$ cat config.mk
export PLATFORM = sky130hd
export DESIGN_NAME = ne16_normquant_shifter
export DESIGN_NICKNAME = d
export VERILOG_FILES = /design/src/rtl/ne16_normquant_shifter.sv
export SDC_FILE = /design/constraint.sdc
export NUM_CORES = 1
export LEC_CHECK = 0
export BUFFER_PORTS_ARGS = -buffer_cell sky130_fd_sc_hd__buf_2
export CAP_MARGIN = 30
export CORE_MARGIN = 1
export CORE_UTILIZATION = 61
export DETAILED_ROUTE_END_ITERATION = 8
export PLACE_DENSITY = 0.83
export SKIP_CTS_REPAIR_TIMING = 1
export SLEW_MARGIN = 5
export SYNTH_ARGS = -nofsm -noshare
export SYNTH_HDL_FRONTEND = slang
export SYNTH_SLANG_ARGS = --single-unit
$ cat constraint.sdc
create_clock -name clk_i -period 5.1 [get_ports clk_i]
set_input_delay 1.02 -clock clk_i [delete_from_list [all_inputs] [get_ports clk_i]]
set_output_delay 1.02 -clock clk_i [all_outputs]
set_load 0.005 [all_outputs]
$ cat src/rtl/ne16_normquant_shifter.sv
// NE16 normquant shifter: bias add, arithmetic right shift, ReLU and 8/32-bit saturation.
// Optional rounding before the shift is built in when NE16_NQ_ROUNDING_EN is defined.

package ne16_package;
  localparam int NORM_MULT_SIZE  = 8;
  localparam int NE16_ACCUM_SIZE = 32;
endpackage

module ne16_normquant_shifter #(
  parameter int NMS  = ne16_package::NORM_MULT_SIZE,
  parameter int ACC  = ne16_package::NE16_ACCUM_SIZE,
  parameter int LENW = 16
) (
  input  logic                 clk_i,
  input  logic                 rst_i,
  input  logic                 clear_i,
  input  logic                 start_i,
  input  logic [LENW-1:0]      len_i,
  input  logic [4:0]           shift_i,
  input  logic                 relu_i,
  input  logic                 mode32_i,
  input  logic                 in_valid_i,
  output logic                 in_ready_o,
  input  logic [NMS+ACC-1:0]   product_i,
  input  logic [ACC-1:0]       bias_i,
  output logic                 out_valid_o,
  input  logic                 out_ready_i,
  output logic [31:0]          out_data_o,
  output logic                 out_last_o,
  output logic                 done_o
);

  localparam int PW = NMS + ACC;   // product width
  localparam int SW = PW + 1;      // bias-added sum width
  localparam int RW = PW + 2;      // room for the rounding constant

  localparam logic signed [RW-1:0] MAX32 = RW'(32'sh7FFF_FFFF);
  localparam logic signed [RW-1:0] MIN32 = ~MAX32;
  localparam logic signed [RW-1:0] MAX8  = RW'(127);
  localparam logic signed [RW-1:0] MIN8  = ~MAX8;
  localparam logic signed [RW-1:0] MAXU8 = RW'(255);

  typedef enum logic {IDLE, RUN} state_e;

  state_e                state_q, state_d;
  logic [LENW-1:0]       len_q, len_d;
  logic [4:0]            shift_q, shift_d;
  logic                  relu_q, relu_d;
  logic                  mode32_q, mode32_d;
  logic [LENW-1:0]       in_cnt_q, in_cnt_d;
  logic [LENW-1:0]       out_cnt_q, out_cnt_d;
  logic                  s1_v_q, s1_v_d;
  logic signed [SW-1:0]  s1_sum_q, s1_sum_d;
  logic                  s2_v_q, s2_v_d;
  logic [31:0]           s2_data_q, s2_data_d;
  logic                  done_q, done_d;

  logic                  s2_adv, s1_free, in_hs, out_hs, last_beat;
  logic signed [SW-1:0]  sum;
  logic signed [RW-1:0]  rnd, sh, lo_lim, hi_lim;
  logic [31:0]           quant;

  // NOTE: every signal written in always_comb gets a default first so no latch is inferred.
  always_comb begin
    sum = $signed({product_i[PW-1], product_i}) + $signed({{(SW-ACC){bias_i[ACC-1]}}, bias_i});
`ifdef NE16_NQ_ROUNDING_EN
    rnd = $signed({s1_sum_q[SW-1], s1_sum_q})
        + ((shift_q != 5'd0) ? (RW'(1) << (shift_q - 5'd1)) : RW'(0));
`else
    rnd = $signed({s1_sum_q[SW-1], s1_sum_q});
`endif
    sh = rnd >>> shift_q;

    // ReLU is folded into saturation: a zero lower bound clamps every negative result.
    if (mode32_q)    hi_lim = MAX32;
    else if (relu_q) hi_lim = MAXU8;
    else             hi_lim = MAX8;
    if (relu_q)        lo_lim = '0;
    else if (mode32_q) lo_lim = MIN32;
    else               lo_lim = MIN8;

    if (sh > hi_lim)      quant = hi_lim[31:0];
    else if (sh < lo_lim) quant = lo_lim[31:0];
    else                  quant = sh[31:0];
  end

  always_comb begin
    s2_adv      = ~s2_v_q | out_ready_i;
    s1_free     = ~s1_v_q | s2_adv;
    in_ready_o  = (state_q == RUN) & (in_cnt_q < len_q) & s1_free;
    in_hs       = in_valid_i & in_ready_o;
    out_hs      = s2_v_q & out_ready_i;
    last_beat   = (out_cnt_q == len_q - LENW'(1));
    out_valid_o = s2_v_q;
    out_data_o  = s2_data_q;
    out_last_o  = s2_v_q & last_beat;
    done_o      = done_q;

    state_d   = state_q;
    len_d     = len_q;
    shift_d   = shift_q;
    relu_d    = relu_q;
    mode32_d  = mode32_q;
    in_cnt_d  = in_cnt_q;
    out_cnt_d = out_cnt_q;
    s1_v_d    = s1_v_q;
    s1_sum_d  = s1_sum_q;
    s2_v_d    = s2_v_q;
    s2_data_d = s2_data_q;
    done_d    = 1'b0;

    case (state_q)
      IDLE: begin
        if (start_i) begin
          if (len_i != '0) begin
            state_d   = RUN;
            len_d     = len_i;
            shift_d   = shift_i;
            relu_d    = relu_i;
            mode32_d  = mode32_i;
            in_cnt_d  = '0;
            out_cnt_d = '0;
          end else begin
            done_d = 1'b1;
          end
        end
      end
      RUN: begin
        if (in_hs)  in_cnt_d  = in_cnt_q + LENW'(1);
        if (out_hs) out_cnt_d = out_cnt_q + LENW'(1);
        if (out_hs && last_beat) begin
          state_d = IDLE;
          done_d  = 1'b1;
        end
      end
      default: state_d = IDLE;
    endcase

    if (s1_free) begin
      s1_v_d = in_hs;
      if (in_hs) s1_sum_d = sum;
    end
    if (s2_adv) begin
      s2_v_d = s1_v_q;
      if (s1_v_q) s2_data_d = quant;
    end
  end

  // NOTE: state registers use non-blocking assignments so every flop samples pre-edge values.
  always_ff @(posedge clk_i) begin
    if (rst_i || clear_i) begin
      state_q   <= IDLE;
      len_q     <= '0;
      shift_q   <= '0;
      relu_q    <= 1'b0;
      mode32_q  <= 1'b0;
      in_cnt_q  <= '0;
      out_cnt_q <= '0;
      s1_v_q    <= 1'b0;
      s1_sum_q  <= '0;
      s2_v_q    <= 1'b0;
      s2_data_q <= '0;
      done_q    <= 1'b0;
    end else begin
      state_q   <= state_d;
      len_q     <= len_d;
      shift_q   <= shift_d;
      relu_q    <= relu_d;
      mode32_q  <= mode32_d;
      in_cnt_q  <= in_cnt_d;
      out_cnt_q <= out_cnt_d;
      s1_v_q    <= s1_v_d;
      s1_sum_q  <= s1_sum_d;
      s2_v_q    <= s2_v_d;
      s2_data_q <= s2_data_d;
      done_q    <= done_d;
    end
  end

endmodule

; Word-level counts from Yosys, hierarchy flattened
; Index checks and enable logic that the tools add are counted.
[op_classes]
add_sub_neg = 4
n_mul = 0
n_div = 0
magnitude_cmp = 3
n_eq_ne = 5
n_shift = 1
muxes = 20
bitwise = 10
n_reduce_logical = 8
[ops]
columns = cell, n
row1 = $mux 42, 2
row2 = $mux 16, 4
row3 = $mux 32, 2
row4 = $pmux 16 s2, 2
row5 = $gt 42x42->1, 1
row6 = $lt 42x42->1, 1
row7 = $sshr 41x5->42, 1
row8 = $add 40x32->41, 1
row9 = $add 16x1->16 const B, 2
row10 = $mux 31, 1
row11 = $eq 16x16->1, 1
row12 = $lt 16x16->1, 1
row13 = $reduce_bool 16->1, 1
row14 = $sub 16x1->16 const B, 1
row15 = $reduce_and 3->1, 3
row16 = $mux 8, 1
row17 = $mux 1, 6
row18 = $and 1x1->1, 5
row19 = $ne 2x1->1 const B, 2
row20 = $ne 2x2->1 const B, 2
row21 = $pmux 1 s2, 2
row22 = $reduce_and 2->1, 2
row23 = $not 1->1, 3
row24 = $or 1x1->1, 2
row25 = other kinds (2), 2
[word_totals]
regBits = 132
latch_bits = 0
ram_bits = 0
romBits = 0
inputBits = 101
out_inout_bits = 36
word_cells = 63
mem_count = 0

; Longest topological paths before layout
[logic_depth]
depth_word = 7
mapped_depth = 24
depth_no_buf = 19

; Worst setup path before layout
; OpenSTA, ideal clock, no wires.
[synth_timing]
path_type = register -> register
start = register shift_q[2]
end = register s2_data_q[31] (netlist: out_data_o[31])
setup_ps = 117
arrival_time_ps = 4505
t_required_ps = 4983
path_slack_ps = 478
stages_incl_launch_ff = 21
n_path_buf = 7
synth_period_minus_slack_ps = 4622
path_cell_list = dfxtp_1 buf_4 buf_2 buf_2 clkbuf_1 clkbuf_1 buf_1 a31oi_1 a21oi_1 a21oi_1 ha_1 a211oi_1 o21ai_0 a221o_1 a211o_1 a21o_1 a22oi_2 mux2i_1 clkbuf_1 a21oi_1 a32o_1
[synth_via]
elab_chain_len = 4
elab_cells_between_ends = 5
cone_classes = 2 x order compare / 1 x shift / 2 x mux
[synth_rtl]
columns = item, line
row1 = start: declaration, 47  ; logic [4:0] shift_q, shift_d;
row2 = start signal: assignment, 167  ; shift_q <= shift_d;
row3 = $sshr 41x5->42 *, 72  ; sh = rnd >>> shift_q;
row4 = $lt 42x42->1, 83  ; else if (sh < lo_lim) quant = lo_lim[31:0];
row5 = $mux 32, 83
row6 = $mux 32 *, 82  ; if (sh > hi_lim) quant = hi_lim[31:0];
row7 = end signal: assignment, 175  ; s2_data_q <= s2_data_d;
row8 = end: declaration, 55  ; logic [31:0] s2_data_q, s2_data_d;
; Every way passes the cells marked *; elsewhere a longest branch is shown, timed or not.
; A chain may end at the register's enable or synchronous reset.

; Worst setup path in the final report
[layout_timing]
start = register shift_q[0]
end = register s2_data_q[14] (netlist: out_data_o[14])
; The elaborated chain is that of the path after synthesis.

==> results <==
- The flow ran to the end, and the final reports show no timing, DRC or antenna violations.
- The I/O pin count is 137.
- The number of global-route vias before repair came to 10720.
- The transition at the pin with the smallest max-transition slack is 0.8849 ns.
- Global routing consumed, over all layers together, 33.14% of the routing resources.
- The path class of the lowest-slack min-delay path is flop to flop.
- The congestion estimate from routability-driven global placement came to 0.9663.
- The number of buffers added on ports is 136.
- The die covers 20360 sq um.
- The clock latency on the worst-skew pair is 0.44 ns.
- The placeable core region is 19460 sq um.
- The post-synth design cell area is 12070 sq um.
- The count of unique library cells instantiated by Yosys is 73.
- The area fraction in compound gates after synthesis is 23.56%.
- The number of flops mapped to enable cells by yosys is 0.
- The data required time at the worst endpoint is 5.47 ns.
- The post-placement cell count is 1857.
- The first TritonRoute pass finished after 5 iterations.
- Data arrives at the worst endpoint at 5.27 ns.
- A synthesized cell averages 7.975 sq um.
- 0 antenna diodes ended up in the layout.
- After technology mapping, the gate count stands at 1514.
- The parity-gate share of the synthesized area counting xor and xnor cells is 5.150%.
- The maximum clock frequency is 0.2041 GHz.
- Of the post-synthesis cell area, the part taken by muxes is 12.04%.
- The worst hold path begins at out_data_o[24]$_SDFFE_PP0P_.
- In this run the critical register-to-register path is launched from shift_q[0]$_SDFFE_PP0P_.
- The share of final-layout standard cells stronger than drive strength 1 is 17.79%.
- The clock slew at the register clock pins of the worst setup and hold paths is 0.06 ns.
- The number of hold violations in the final report is 0.
- After layout, the worst path uses 96.09% of the clock period.
- In the routed layout, each cell is associated on average with a via count of 6.400.
- Detailed routing inserted a total of 12130 vias.
- The worst setup path is of the flop to flop kind.
- The number of warnings printed during yosys synthesis is 0.
- The overall power consumption is 2957 uW.
- Summing the sequential cell areas from Yosys gives 21.89% of the chip area.
- Counting every sink on the clock net gives 132.
- The relative slew slack is 40.47%.
- The capturing element type of the critical path is a flop.
- The reg2reg setup slack is 0.20 ns.
- The global route total overflow is 0.
- The violation count after the first detailed-route iteration is 1231.
- The setup total negative slack is 0 ns.
- The most used flip-flop cell after synthesis is sky130_fd_sc_hd__dfxtp_1.
- Once the floorplan was initialized, standard cells occupied 62.04% of the core.
- Measured along the x axis, the die boundary spans 142.7 microns.
- The largest voltage drop on the vdd net is 0.2041 mV.
- The filler-free cell count of the finished design is 1895.
- The number of nets in the synthesized netlist is 1731.
- Setup violations remaining at the end of the flow were counted as 0.
- The share of synthesized cell area in full adder, half adder and majority cells is 12.08%.
- The setup clock skew after layout is 0.01673 ns.
- Entering global routing, the biggest net connects 47 pins.
- Setup repair after global routing left no endpoint under its margin.
- In the final design database the tool counted 1834 nets.
- The clock passes through at most 2 buffers.
- The power density over the cells is 217.2 nW/um^2.
- For the worst flop-to-flop path, the logic depth is 19.
- Dividing the detail-routed wire length by the instance count gives 18.14 microns.
- The synthesized netlist devotes 20.02% of its cell area to simple gates.
- The worst hold margin is 0.4772 ns.
- In the synthesized netlist the async set-or-reset flop fraction comes to 0%.
- The startpoint of the most critical setup path is shift_q[0]$_SDFFE_PP0P_.
- By area, the combinational part of the netlist is dominated by compound AO/OA/AOI/OAI gates.
- The initial antenna violation count was 0.
- In the routed design, unresolved DRC markers number 0.
- The max-slew violation total from the final report was 0.
- After filler insertion, the fill cell instance count of the layout stands at 1589.
- Counting instances, the worst hold path has a depth of 1.
- The max capacitance violation total is 0.
- The routed design has 34370 microns of wire.
- The first-pass GRT wire length is 54100 microns.
- The category of the worst setup path launch point is a flop.
- The initialized floorplan defines 51 standard-cell rows.
- The antenna violation net count after detailed routing is 0.
- TritonCTS built the clock tree.
- Once detailed placement completed, the half-perimeter wirelength came to 25640 microns.
- The height of the chip is 142.7 microns.
- The synthesized design contains 132 register bits.
- The leakage power figure is 0.005858 uW.
- The number of levels the H-tree was split into is 4.
- In this run the worst path has a maximum fanout of 15.
- From synthesis to final layout, the design area changed by 12.74%.
- The CTS buffer count is 17.
- The final period demand of the worst path is 4.900 ns.
- The cell at the root of the clock tree is sky130_fd_sc_hd__clkbuf_16.
## worst paths after layout
check                                                    to
worst max-delay path            out_data_o[14]$_SDFFE_PP0P_
worst min-delay path            out_data_o[24]$_SDFFE_PP0P_
worst max register to register  out_data_o[14]$_SDFFE_PP0P_
worst min register to register  out_data_o[24]$_SDFFE_PP0P_
## through the flow
step / cell area, sq um / utilization, % / setup WS [ns]
2_1_floorplan: 12070 / - / 0.4780
3_3_place_gp: 12920 / 66.40 / 0.2430
3_5_place_dp: 12920 / 66.40 / 0.07793
4_1_cts: 13510 / 69.42 / 0.04092
5_1_grt: 13610 / 69.94 / 0.03644
6_report: 13610 / 69.94 / 0.1997
## critical path: stages (launching register included)
cell and delay, ns:
sky130_fd_sc_hd__dfxtp_4 0.40, sky130_fd_sc_hd__buf_4 0.18, sky130_fd_sc_hd__inv_4 0.16, sky130_fd_sc_hd__buf_4 0.28, sky130_fd_sc_hd__mux4_2 0.55, sky130_fd_sc_hd__o21ai_0 0.25
sky130_fd_sc_hd__o21ai_0 0.23, sky130_fd_sc_hd__ha_1 0.38, sky130_fd_sc_hd__nand2_1 0.09, sky130_fd_sc_hd__a21oi_1 0.05, sky130_fd_sc_hd__a221o_1 0.32, sky130_fd_sc_hd__a211o_1 0.29
sky130_fd_sc_hd__a21o_1 0.18, sky130_fd_sc_hd__a22oi_2 0.25, sky130_fd_sc_hd__mux2i_2 0.27, sky130_fd_sc_hd__buf_4 0.20, sky130_fd_sc_hd__nand4_1 0.18, sky130_fd_sc_hd__buf_4 0.24
sky130_fd_sc_hd__o21ai_2 0.15, sky130_fd_sc_hd__a221o_1 0.17
## registers in the layout (all words and copies together) (netlist names)
name and cells:
done_o 1, in_cnt_q 16, len_q 16, mode32_q 1, out_cnt_q 16, out_data_o 32, out_valid_o 1, relu_q 1
s1_sum_q 41, s1_v_q 1, shift_q 5, state_q 1
## placed cells by master, fill, tap and decap left out, types with 27 or more instances in the layout
cell and count:
sky130_fd_sc_hd__ha_1 115, sky130_fd_sc_hd__xor2_1 44, sky130_fd_sc_hd__xnor2_1 27, sky130_fd_sc_hd__nand3_1 61
sky130_fd_sc_hd__o21ai_0 86, sky130_fd_sc_hd__nand2_1 210, sky130_fd_sc_hd__a21o_1 43, sky130_fd_sc_hd__dfxtp_1 129
sky130_fd_sc_hd__nand4_1 37, sky130_fd_sc_hd__buf_2 136, sky130_fd_sc_hd__nor2_1 110, sky130_fd_sc_hd__inv_1 44
sky130_fd_sc_hd__mux2i_1 34, sky130_fd_sc_hd__a21oi_1 141, sky130_fd_sc_hd__buf_4 34, sky130_fd_sc_hd__mux4_2 39
## logic make-up after synthesis
logic type / after synthesis
muxes: 94
DFF: 132
buffers and inverters: 140
adders and majority gates: 116
xor gates and xnor gates: 71
AOI/OAI and AO/OA: 436
and+or+nand+nor: 525
## power breakdown
group | internal (uW) | switching (uW)
combinational | 269 | 391
sequential | 1040 | 19.9
clock | 695 | 542
total | 2000 | 953
## final cells by class
type	instances	area [sq um]	area share [%]
multi-input cells	1244	8855	65.05
flip-flops and latches	132	2654	19.50
repair buffers	175	1005	7.381
clock buffers	17	425.4	3.125
well taps	265	331.6	2.436
inverters	47	178.9	1.314
clock inverters	15	162.7	1.195
## routing by layer
layer	vias to the layer above	track usage [%]	part of all wire, %
met3	70	5.097	7.1
met1	5649	46.89	46
met5	-	0	0
met2	562	51.42	44
li1	5847	-	-
met4	0	10.81	2.8
## synthesized netlist by cell type (5+ instances only)
cell type	n	share of area, %
sky130_fd_sc_hd__dfxtp_1	132	22
sky130_fd_sc_hd__nor3_1	19	0.79
sky130_fd_sc_hd__buf_1	12	0.37
sky130_fd_sc_hd__nand3_1	61	2.5
sky130_fd_sc_hd__mux4_2	39	7.3
sky130_fd_sc_hd__a211o_1	7	0.51
sky130_fd_sc_hd__o211ai_1	17	1.1
sky130_fd_sc_hd__nand4_1	37	1.9
sky130_fd_sc_hd__o22ai_1	5	0.26
sky130_fd_sc_hd__clkbuf_1	60	1.9
sky130_fd_sc_hd__nand2_1	210	6.5
sky130_fd_sc_hd__o22a_1	5	0.36
sky130_fd_sc_hd__and2_1	8	0.41
sky130_fd_sc_hd__nand2b_1	13	0.67
sky130_fd_sc_hd__ha_1	115	12
sky130_fd_sc_hd__mux2i_1	35	2.9
sky130_fd_sc_hd__a21oi_1	142	5.9
sky130_fd_sc_hd__and3_1	11	0.57
sky130_fd_sc_hd__a311oi_1	5	0.36
sky130_fd_sc_hd__buf_2	7	0.29
sky130_fd_sc_hd__a221o_1	25	2.1
sky130_fd_sc_hd__xnor2_1	27	2.0
sky130_fd_sc_hd__a21o_1	43	2.7
sky130_fd_sc_hd__o41ai_1	6	0.44
sky130_fd_sc_hd__nor2_1	110	3.4
sky130_fd_sc_hd__o21ai_0	88	3.6
sky130_fd_sc_hd__xor2_1	44	3.2
sky130_fd_sc_hd__a31oi_1	21	1.1
sky130_fd_sc_hd__or3_1	9	0.47
sky130_fd_sc_hd__mux2_2	20	1.9
sky130_fd_sc_hd__o21a_1	11	0.68
sky130_fd_sc_hd__a211oi_1	17	1.1
sky130_fd_sc_hd__inv_1	44	1.4
sky130_fd_sc_hd__nor4_1	12	0.62
sky130_fd_sc_hd__nor2b_1	12	0.62
sky130_fd_sc_hd__buf_6	12	1.1
No activity file was read; power rests on OpenSTA's default activity.
